[src/rtl/char_buffer_arbiter_pkg.sv]
// Shared constants, FSM state encoding and helpers for the character buffer arbiter.
// Optional RAM clear after reset is built in when CHARBUF_CLEAR_EN is defined.
package char_buffer_arbiter_pkg;

  localparam int COLS   = 80;
  localparam int ROWS   = 25;
  localparam int CHAR_W = 16;
  localparam int CHAR_H = 32;
  localparam int HBP    = 248;
  localparam int VBP    = 150;
  localparam int ADDR_W = 11;
  localparam int HV_W   = 11;

  localparam int CELLS   = COLS * ROWS;
  localparam int H_START = HBP - CHAR_W;
  localparam int H_END   = HBP + COLS * CHAR_W;
  localparam int V_END   = VBP + ROWS * CHAR_H;
  localparam int PH_W    = $clog2(CHAR_W);
  localparam int COL_W   = $clog2(COLS + 2);
  localparam int LINE_W  = $clog2(CHAR_H);

  localparam logic [7:0] SPACE_CHAR = 8'h20;

  typedef enum logic [2:0] {
    ST_IDLE  = 3'd0,
    ST_ADDR  = 3'd1,
    ST_DATA  = 3'd2,
    ST_ACK   = 3'd3,
    ST_CLEAR = 3'd4
  } cpu_state_e;

  function automatic logic addr_in_range(input logic [ADDR_W-1:0] a);
    return a < ADDR_W'(CELLS);
  endfunction

endpackage

[src/rtl/char_buffer_arbiter_if.sv]
// CPU request port and single-port character RAM bus of the character buffer arbiter.
interface char_buffer_arbiter_if;
  import char_buffer_arbiter_pkg::*;

  // CPU handshake: cpu_req and its qualifiers are held stable until the
  // one-cycle cpu_ack pulse; cpu_rdata is valid only while cpu_ack is high,
  // and the requester drops cpu_req in the cycle after cpu_ack.
  logic              cpu_req;
  logic              cpu_we;
  logic [ADDR_W-1:0] cpu_addr;
  logic [7:0]        cpu_wdata;
  logic              cpu_ack;
  logic [7:0]        cpu_rdata;

  logic [ADDR_W-1:0] mem_addr;
  logic              mem_we;
  logic [7:0]        mem_wdata;
  logic [7:0]        mem_rdata;

  modport slave (
    input  cpu_req, cpu_we, cpu_addr, cpu_wdata, mem_rdata,
    output cpu_ack, cpu_rdata, mem_addr, mem_we, mem_wdata
  );

  modport master (
    output cpu_req, cpu_we, cpu_addr, cpu_wdata, mem_rdata,
    input  cpu_ack, cpu_rdata, mem_addr, mem_we, mem_wdata
  );

endinterface

[src/rtl/char_buffer_arbiter_cell_fetch_timer.sv]
// Decodes the character fetch window from hc/vc and produces the video slot,
// the linear fetch address and the last-pixel-of-cell strobe.
module cell_fetch_timer
  import char_buffer_arbiter_pkg::*;
(
  input  logic              px_clk,
  input  logic              clr,
  input  logic [HV_W-1:0]   hc,
  input  logic [HV_W-1:0]   vc,
  output logic              slot,
  output logic              cell_end,
  output logic [ADDR_W-1:0] fetch_addr
);

  logic              in_h, in_v, h_start, h_last, v_first;
  logic [PH_W-1:0]   phase_q, phase_cur;
  logic [COL_W-1:0]  col_q, col_cur;
  logic [LINE_W-1:0] line_q, line_cur;
  logic [ADDR_W-1:0] row_base_q, row_base_cur;

  assign in_h    = (hc >= HV_W'(H_START)) && (hc < HV_W'(H_END));
  assign in_v    = (vc >= HV_W'(VBP)) && (vc < HV_W'(V_END));
  assign h_start = (hc == HV_W'(H_START));
  assign h_last  = (hc == HV_W'(H_END - 1));
  assign v_first = (vc == HV_W'(VBP));

  // Registers hold the value for the next cycle; the window start and the
  // first visible line override them so counting begins on the exact cycle.
  assign phase_cur    = h_start ? '0 : phase_q;
  assign col_cur      = h_start ? '0 : col_q;
  assign line_cur     = v_first ? '0 : line_q;
  assign row_base_cur = v_first ? '0 : row_base_q;

  assign slot       = in_h && in_v && (phase_cur == '0) && (col_cur < COL_W'(COLS));
  assign cell_end   = in_h && in_v && (phase_cur == PH_W'(CHAR_W - 1));
  assign fetch_addr = row_base_cur + ADDR_W'(col_cur);

  always_ff @(posedge px_clk or posedge clr) begin
    if (clr) begin
      phase_q    <= '0;
      col_q      <= '0;
      line_q     <= '0;
      row_base_q <= '0;
    end else begin
      if (in_h) begin
        // CHAR_W is a power of two, so the phase wraps on its own.
        phase_q <= phase_cur + 1'b1;
        col_q   <= (phase_cur == PH_W'(CHAR_W - 1)) ? col_cur + 1'b1 : col_cur;
      end
      if (in_v && h_last) begin
        if (line_cur == LINE_W'(CHAR_H - 1)) begin
          line_q     <= '0;
          row_base_q <= row_base_cur + ADDR_W'(COLS);
        end else begin
          line_q     <= line_cur + 1'b1;
          row_base_q <= row_base_cur;
        end
      end
    end
  end

endmodule

[src/rtl/char_buffer_arbiter.sv]
// Arbitrates the character RAM between fixed video fetch slots and the CPU port.
// Define CHARBUF_CLEAR_EN to fill the RAM with spaces after every reset.
module char_buffer_arbiter
  import char_buffer_arbiter_pkg::*;
(
  input  logic                 px_clk,
  input  logic                 clr,
  input  logic [HV_W-1:0]      hc,
  input  logic [HV_W-1:0]      vc,
  char_buffer_arbiter_if.slave bus,
  output logic [7:0]           char_code,
  output logic                 char_valid,
  output logic                 clearing,
  output cpu_state_e           state_dbg
);

  logic              slot, cell_end;
  logic [ADDR_W-1:0] fetch_addr;
  cpu_state_e        state_q;
  logic              vid_bus_q, vid_data_q, hold_valid_q;
  logic [7:0]        hold_q;
  logic              cpu_oob_q;
  logic              accept;

  cell_fetch_timer u_timer (
    .px_clk     (px_clk),
    .clr        (clr),
    .hc         (hc),
    .vc         (vc),
    .slot       (slot),
    .cell_end   (cell_end),
    .fetch_addr (fetch_addr)
  );

  assign state_dbg = state_q;
  assign accept    = (state_q == ST_IDLE) && !clearing && bus.cpu_req && !slot;

  // Video pipeline: address on bus one cycle after the slot, data the cycle after.
  always_ff @(posedge px_clk or posedge clr) begin
    if (clr) begin
      vid_bus_q    <= 1'b0;
      vid_data_q   <= 1'b0;
      hold_q       <= '0;
      hold_valid_q <= 1'b0;
      char_code    <= '0;
      char_valid   <= 1'b0;
    end else begin
      vid_bus_q  <= slot;
      vid_data_q <= vid_bus_q;
      if (vid_data_q) begin
        hold_q       <= bus.mem_rdata;
        hold_valid_q <= 1'b1;
      end
      char_valid <= 1'b0;
      if (cell_end) begin
        char_valid   <= hold_valid_q;
        hold_valid_q <= 1'b0;
        if (hold_valid_q) char_code <= hold_q;
      end
    end
  end

`ifdef CHARBUF_CLEAR_EN
  logic [ADDR_W-1:0] clr_addr_q;
`endif

  always_ff @(posedge px_clk or posedge clr) begin
    if (clr) begin
`ifdef CHARBUF_CLEAR_EN
      state_q    <= ST_CLEAR;
      clearing   <= 1'b1;
      clr_addr_q <= '0;
`else
      state_q    <= ST_IDLE;
`endif
      bus.mem_addr  <= '0;
      bus.mem_we    <= 1'b0;
      bus.mem_wdata <= '0;
      bus.cpu_ack   <= 1'b0;
      bus.cpu_rdata <= '0;
      cpu_oob_q     <= 1'b0;
    end else begin
      bus.mem_we  <= 1'b0;
      bus.cpu_ack <= 1'b0;
      if (slot) bus.mem_addr <= fetch_addr;
      case (state_q)
        ST_IDLE: begin
          if (accept) begin
            bus.mem_addr  <= bus.cpu_addr;
            bus.mem_we    <= bus.cpu_we && addr_in_range(bus.cpu_addr);
            bus.mem_wdata <= bus.cpu_wdata;
            cpu_oob_q     <= !addr_in_range(bus.cpu_addr);
            state_q       <= ST_ADDR;
          end
        end
        ST_ADDR: state_q <= ST_DATA;
        ST_DATA: begin
          bus.cpu_rdata <= cpu_oob_q ? 8'h00 : bus.mem_rdata;
          bus.cpu_ack   <= 1'b1;
          state_q       <= ST_ACK;
        end
        ST_ACK: state_q <= ST_IDLE;
`ifdef CHARBUF_CLEAR_EN
        ST_CLEAR: begin
          if (!slot) begin
            bus.mem_addr  <= clr_addr_q;
            bus.mem_we    <= 1'b1;
            bus.mem_wdata <= SPACE_CHAR;
            clr_addr_q    <= clr_addr_q + 1'b1;
            if (clr_addr_q == ADDR_W'(CELLS - 1)) state_q <= ST_IDLE;
          end
        end
`endif
        default: state_q <= ST_IDLE;
      endcase
`ifdef CHARBUF_CLEAR_EN
      // Lags the state by one cycle so it falls after the last write lands.
      clearing <= (state_q == ST_CLEAR);
`endif
    end
  end

`ifndef CHARBUF_CLEAR_EN
  assign clearing = 1'b0;
`endif

endmodule

[src/flat_wrapper.sv]
// flat-port wrapper written by rule: the top's interface ports become plain ports
module char_buffer_arbiter_flat import char_buffer_arbiter_pkg::*;
  (px_clk, clr, hc, vc, char_code, char_valid, clearing, state_dbg, bus_cpu_req, bus_cpu_we, bus_cpu_addr, bus_cpu_wdata, bus_mem_rdata, bus_cpu_ack, bus_cpu_rdata, bus_mem_addr, bus_mem_we, bus_mem_wdata);
  char_buffer_arbiter_if bus_i ();
  input  logic px_clk;
  input  logic clr;
  input  logic [HV_W-1:0] hc;
  input  logic [HV_W-1:0] vc;
  output logic [7:0] char_code;
  output logic char_valid;
  output logic clearing;
  output cpu_state_e state_dbg;
  input wire logic [$bits(bus_i.cpu_req)-1:0] bus_cpu_req;
  input wire logic [$bits(bus_i.cpu_we)-1:0] bus_cpu_we;
  input wire logic [$bits(bus_i.cpu_addr)-1:0] bus_cpu_addr;
  input wire logic [$bits(bus_i.cpu_wdata)-1:0] bus_cpu_wdata;
  input wire logic [$bits(bus_i.mem_rdata)-1:0] bus_mem_rdata;
  output wire logic [$bits(bus_i.cpu_ack)-1:0] bus_cpu_ack;
  output wire logic [$bits(bus_i.cpu_rdata)-1:0] bus_cpu_rdata;
  output wire logic [$bits(bus_i.mem_addr)-1:0] bus_mem_addr;
  output wire logic [$bits(bus_i.mem_we)-1:0] bus_mem_we;
  output wire logic [$bits(bus_i.mem_wdata)-1:0] bus_mem_wdata;
  assign bus_i.cpu_req = bus_cpu_req;
  assign bus_i.cpu_we = bus_cpu_we;
  assign bus_i.cpu_addr = bus_cpu_addr;
  assign bus_i.cpu_wdata = bus_cpu_wdata;
  assign bus_i.mem_rdata = bus_mem_rdata;
  assign bus_cpu_ack = bus_i.cpu_ack;
  assign bus_cpu_rdata = bus_i.cpu_rdata;
  assign bus_mem_addr = bus_i.mem_addr;
  assign bus_mem_we = bus_i.mem_we;
  assign bus_mem_wdata = bus_i.mem_wdata;
  char_buffer_arbiter u_core (.px_clk(px_clk), .clr(clr), .hc(hc), .vc(vc), .bus(bus_i), .char_code(char_code), .char_valid(char_valid), .clearing(clearing), .state_dbg(state_dbg));
endmodule
[config.mk]
export PLATFORM = sky130hd
export DESIGN_NAME = char_buffer_arbiter_flat
export DESIGN_NICKNAME = d
export VERILOG_FILES = /design/src/rtl/char_buffer_arbiter_pkg.sv /design/src/rtl/char_buffer_arbiter_if.sv /design/src/rtl/char_buffer_arbiter_cell_fetch_timer.sv /design/src/rtl/char_buffer_arbiter.sv /design/src/flat_wrapper.sv
export SDC_FILE = /design/constraint.sdc
export NUM_CORES = 1
export LEC_CHECK = 0
export BUFFER_PORTS_ARGS = -buffer_cell sky130_fd_sc_hd__buf_2
export CAP_MARGIN = 15
export CELL_PAD_IN_SITES_DETAIL_PLACEMENT = 1
export CELL_PAD_IN_SITES_GLOBAL_PLACEMENT = 2
export CORE_UTILIZATION = 34
export CTS_CLUSTER_DIAMETER = 120
export DETAILED_ROUTE_END_ITERATION = 16
export GPL_ROUTABILITY_DRIVEN = 0
export GPL_TIMING_DRIVEN = 0
export PLACE_DENSITY = 0.81
export SYNTH_ARGS = -nofsm -noshare
export SYNTH_HDL_FRONTEND = slang
export SYNTH_HIERARCHICAL = 1
export SYNTH_SLANG_ARGS = --single-unit
[constraint.sdc]
create_clock -name px_clk -period 3.2 [get_ports px_clk]
set_input_delay 0.64 -clock px_clk [delete_from_list [all_inputs] [get_ports px_clk]]
set_output_delay 0.64 -clock px_clk [all_outputs]
set_load 0.05 [all_outputs]
==> flow_summary.toml <==
[sta]
fin_skew_ps = 3.48
setup_viol = 17
slew_headroom_pct = 19.9
worst_pin_slew_ps = 1190
fmax_mhz = 295
rsz0062_at_grt = "yes"
fin_crit_sh_pct = 106
finalCriticalPeriod_ps = 3390
maxSlewViolCount = 0
timing_hold_violations_final = 0
setup_slack_ps = -187

[placed_design]
dp_hpwl_um = 8660
place_inst = 689
pre_cts_slack_ps = -887
portBuffers = 92

[grt]
grt_max_degree = 42
grt_antenna_before_repair = 0
track_usage_pct = 19.3
grt_overflow = 0
first_global_vias = 3885
grt_pass1_wl_um = 19500

[synthesis]
synthFlopType = "dfrtp_1"
synth.distinct_cells = 59
synth-seq-cells = 79
synthCells = 427
avgSynthCellArea_um2 = 10.0
synth-edff-count = 0
synth-async-reset-ratio_pct = 100
synth-seq-area-share_pct = 46.1
yosys_warnings = 6
syn_area_um2 = 4280

[run]
cap_viol_max_count = 0

[worst_hold_path]
min_path_type = "input port to asynchronous set/reset pin"

[clocking]
clock-root-buffer = "clkbuf_16"
clk_pin_slew_ps = 60
clk_latency_ps = 330
cts_tree = "yes"
cts_hold_buffers = 0
cts_num_sinks = 79
cts_max_path_buffers = 2
htreeDepth = 3
cts_buffers = 9

[drt]
vias = 3674
drt-total-wl_um = 11800
dr.pass1.iters = 4
routedWlPerCell_um = 16.2
drtIter0Drc = 60
drcViolationCount = 0
final_antenna_net_count = 0
vias_per_cell = 5.05

[setup_path]
crit_required_ps = 3420
worst_setup_path_start_kind = "input port"
reg2reg_depth = 11
end_kind = "flop"
r2r-start = "u_core/u_timer/row_base_q[0]"
cp-startpoint = "hc[2]"
crit_type = "input port to flop"
cp_max_fo = 6
cp-endpoint = "u_core/bus.mem_addr[9]"
r2r_slack_ps = 830
crit_arrival_ps = 3600
r2r_end = "u_core/bus.mem_addr[8]"

[layout]
seq_area_um2 = 1980
antenna_cells = 0
area_growth_pct = 33.7
multi_input_area_um2 = 2290
layout_common_cells = "93 x buf_2, 79 x dfrtp_1, 40 x nand2_1, 28 x nor2_1, 24 x buf_4"
drive_above_1_share_pct = 37.0
nNetsFinal = 621
final_common_cell = "buf_2"
final_cells = 728
fillerInstances = 1371

[run_status]
violations = "negative setup slack"
status = "finished, violations left"

[floorplanning]
io-pin-count = 95
fp-row-count = 40
die_x_um = 114
fp.coreArea_um2 = 12200
initial_utilization_pct = 35.2
die-area_um2 = 13100
die_h_um = 114

[pwr]
p_leak_nw = 2.74
power.density_nw_per_um2 = 819
total_power_mw = 4.69
ir_drop_mv = 0.532
[flip-flops by register name, summed over array words and instances, names as in the netlist]
name                       cells
u_core/vid_bus_q               1
u_core/bus.cpu_ack             1
u_core/bus.mem_wdata           8
u_core/char_code               8
u_core/u_timer/row_base_q     11
u_core/cpu_oob_q               1
u_core/hold_valid_q            1
u_core/bus.mem_we              1
u_core/bus.mem_addr           11
u_core/u_timer/phase_q         4
u_core/state_dbg               2
u_core/bus.cpu_rdata           8
u_core/vid_data_q              1
u_core/char_valid              1
u_core/u_timer/col_q           7
u_core/u_timer/line_q          5
u_core/hold_q                  8
[kinds of logic (layout without fill, tap and decap cells)]
| kind of cell | after synthesis | count (layout) | synth area share (%) |
|---|---|---|---|
| flops | 79 | 79 | 46.1 |
| other cells | 1 | 2 | 0.0875 |
| compound gates | 86 | 86 | 13.0 |
| simple gates | 145 | 145 | 17.6 |
| xor+xnor | 12 | 12 | 2.45 |
| buf+inv | 45 | 177 | 4.76 |
| fa+ha+maj | 14 | 14 | 4.23 |
| mux | 45 | 45 | 11.7 |
[layer usage]
layer,global-route usage (%),vias up,part of all wire [%]
met2,35.1,42,53
met4,5.80,0,1.4
li1,-,1773,-
met3,3.18,12,1.8
met1,23.1,1847,44
met5,0,-,0
[report_power, final]
group / total (mW) / internal (mW) / switching, mW
combinational: 2.08 / 0.677 / 1.41
sequential: 1.53 / 1.33 / 0.199
clock: 1.07 / 0.681 / 0.393
[Yosys cell counts (3+ instances only)]
cell,n,area [um^2]
dfrtp_1,79,1980
nand2_1,42,158
nor2_1,28,105
inv_1,25,93.8
mux2_2,23,259
o21ai_0,22,110
a21oi_1,20,100
nand3_1,20,100
mux2i_1,18,180
and2_1,15,93.8
ha_1,12,150
xnor2_1,12,105
clkbuf_1,11,41.3
and3_1,6,37.5
nand2b_1,5,31.3
nand4_1,5,31.3
o22ai_1,5,31.3
a31oi_1,4,25.0
buf_2,4,20.0
mux2_4,4,60.1
nor2b_1,4,25.0
nor4_1,4,25.0
a211oi_1,3,22.5
a21o_1,3,22.5
a31o_2,3,26.3
and4_1,3,26.3
buf_6,3,33.8
o211ai_1,3,22.5
o21a_1,3,22.5
o31ai_1,3,22.5
[worst max-delay path, stage by stage]
cell	delay [ps]
buf_6	90
or4b_4	540
or4_4	560
nand2_4	110
inv_4	40
ha_4	160
buf_4	120
a21o_1	220
maj3_2	340
a22oi_2	210
buf_6	150
a211oi_2	70
mux2i_1	130
mux2i_1	140
a21oi_1	80
[worst min path at each step]
stage | endpoint | slack [ps] | cells past startpoint
3_3_place_gp | u_core/vid_data_q | 330 | 0
4_1_cts | u_core/char_valid | 240 | 2
2_1_floorplan | u_core/vid_data_q | 330 | 0
5_1_grt | u_core/char_valid | 260 | 2
3_5_place_dp | u_core/vid_data_q | 340 | 0
6_report | u_core/char_valid | 240 | 2
[per-stage QoR]
step	area, um^2	util [%]	hold WS [ps]	setup TNS, ps
2_1_floorplan	4380	-	331	-3200
3_3_place_gp	5050	41.5	332	-17300
3_5_place_dp	5070	41.7	343	-18840
4_1_cts	5540	45.5	242	-732
5_1_grt	5730	47.1	261	-3830
6_report	5730	47.1	239	-1670
[what timing repair did]
action,in CTS,in global routing
pin swaps,18,7
gates resized for setup,11,25
setup buffers,17,8
setup endpoints to repair,25,25
[layout make-up]
type | instances | area share (%)
multi-input cells | 304 | 40.0
well taps | 168 | 3.67
repair buffers | 119 | 12.5
flip-flops and latches | 79 | 34.5
clock buffers | 12 | 4.13
inverters | 25 | 1.68
clock inverters | 4 | 1.22
plain buffers | 17 | 2.34
No activity file was read; power rests on OpenSTA's default activity.
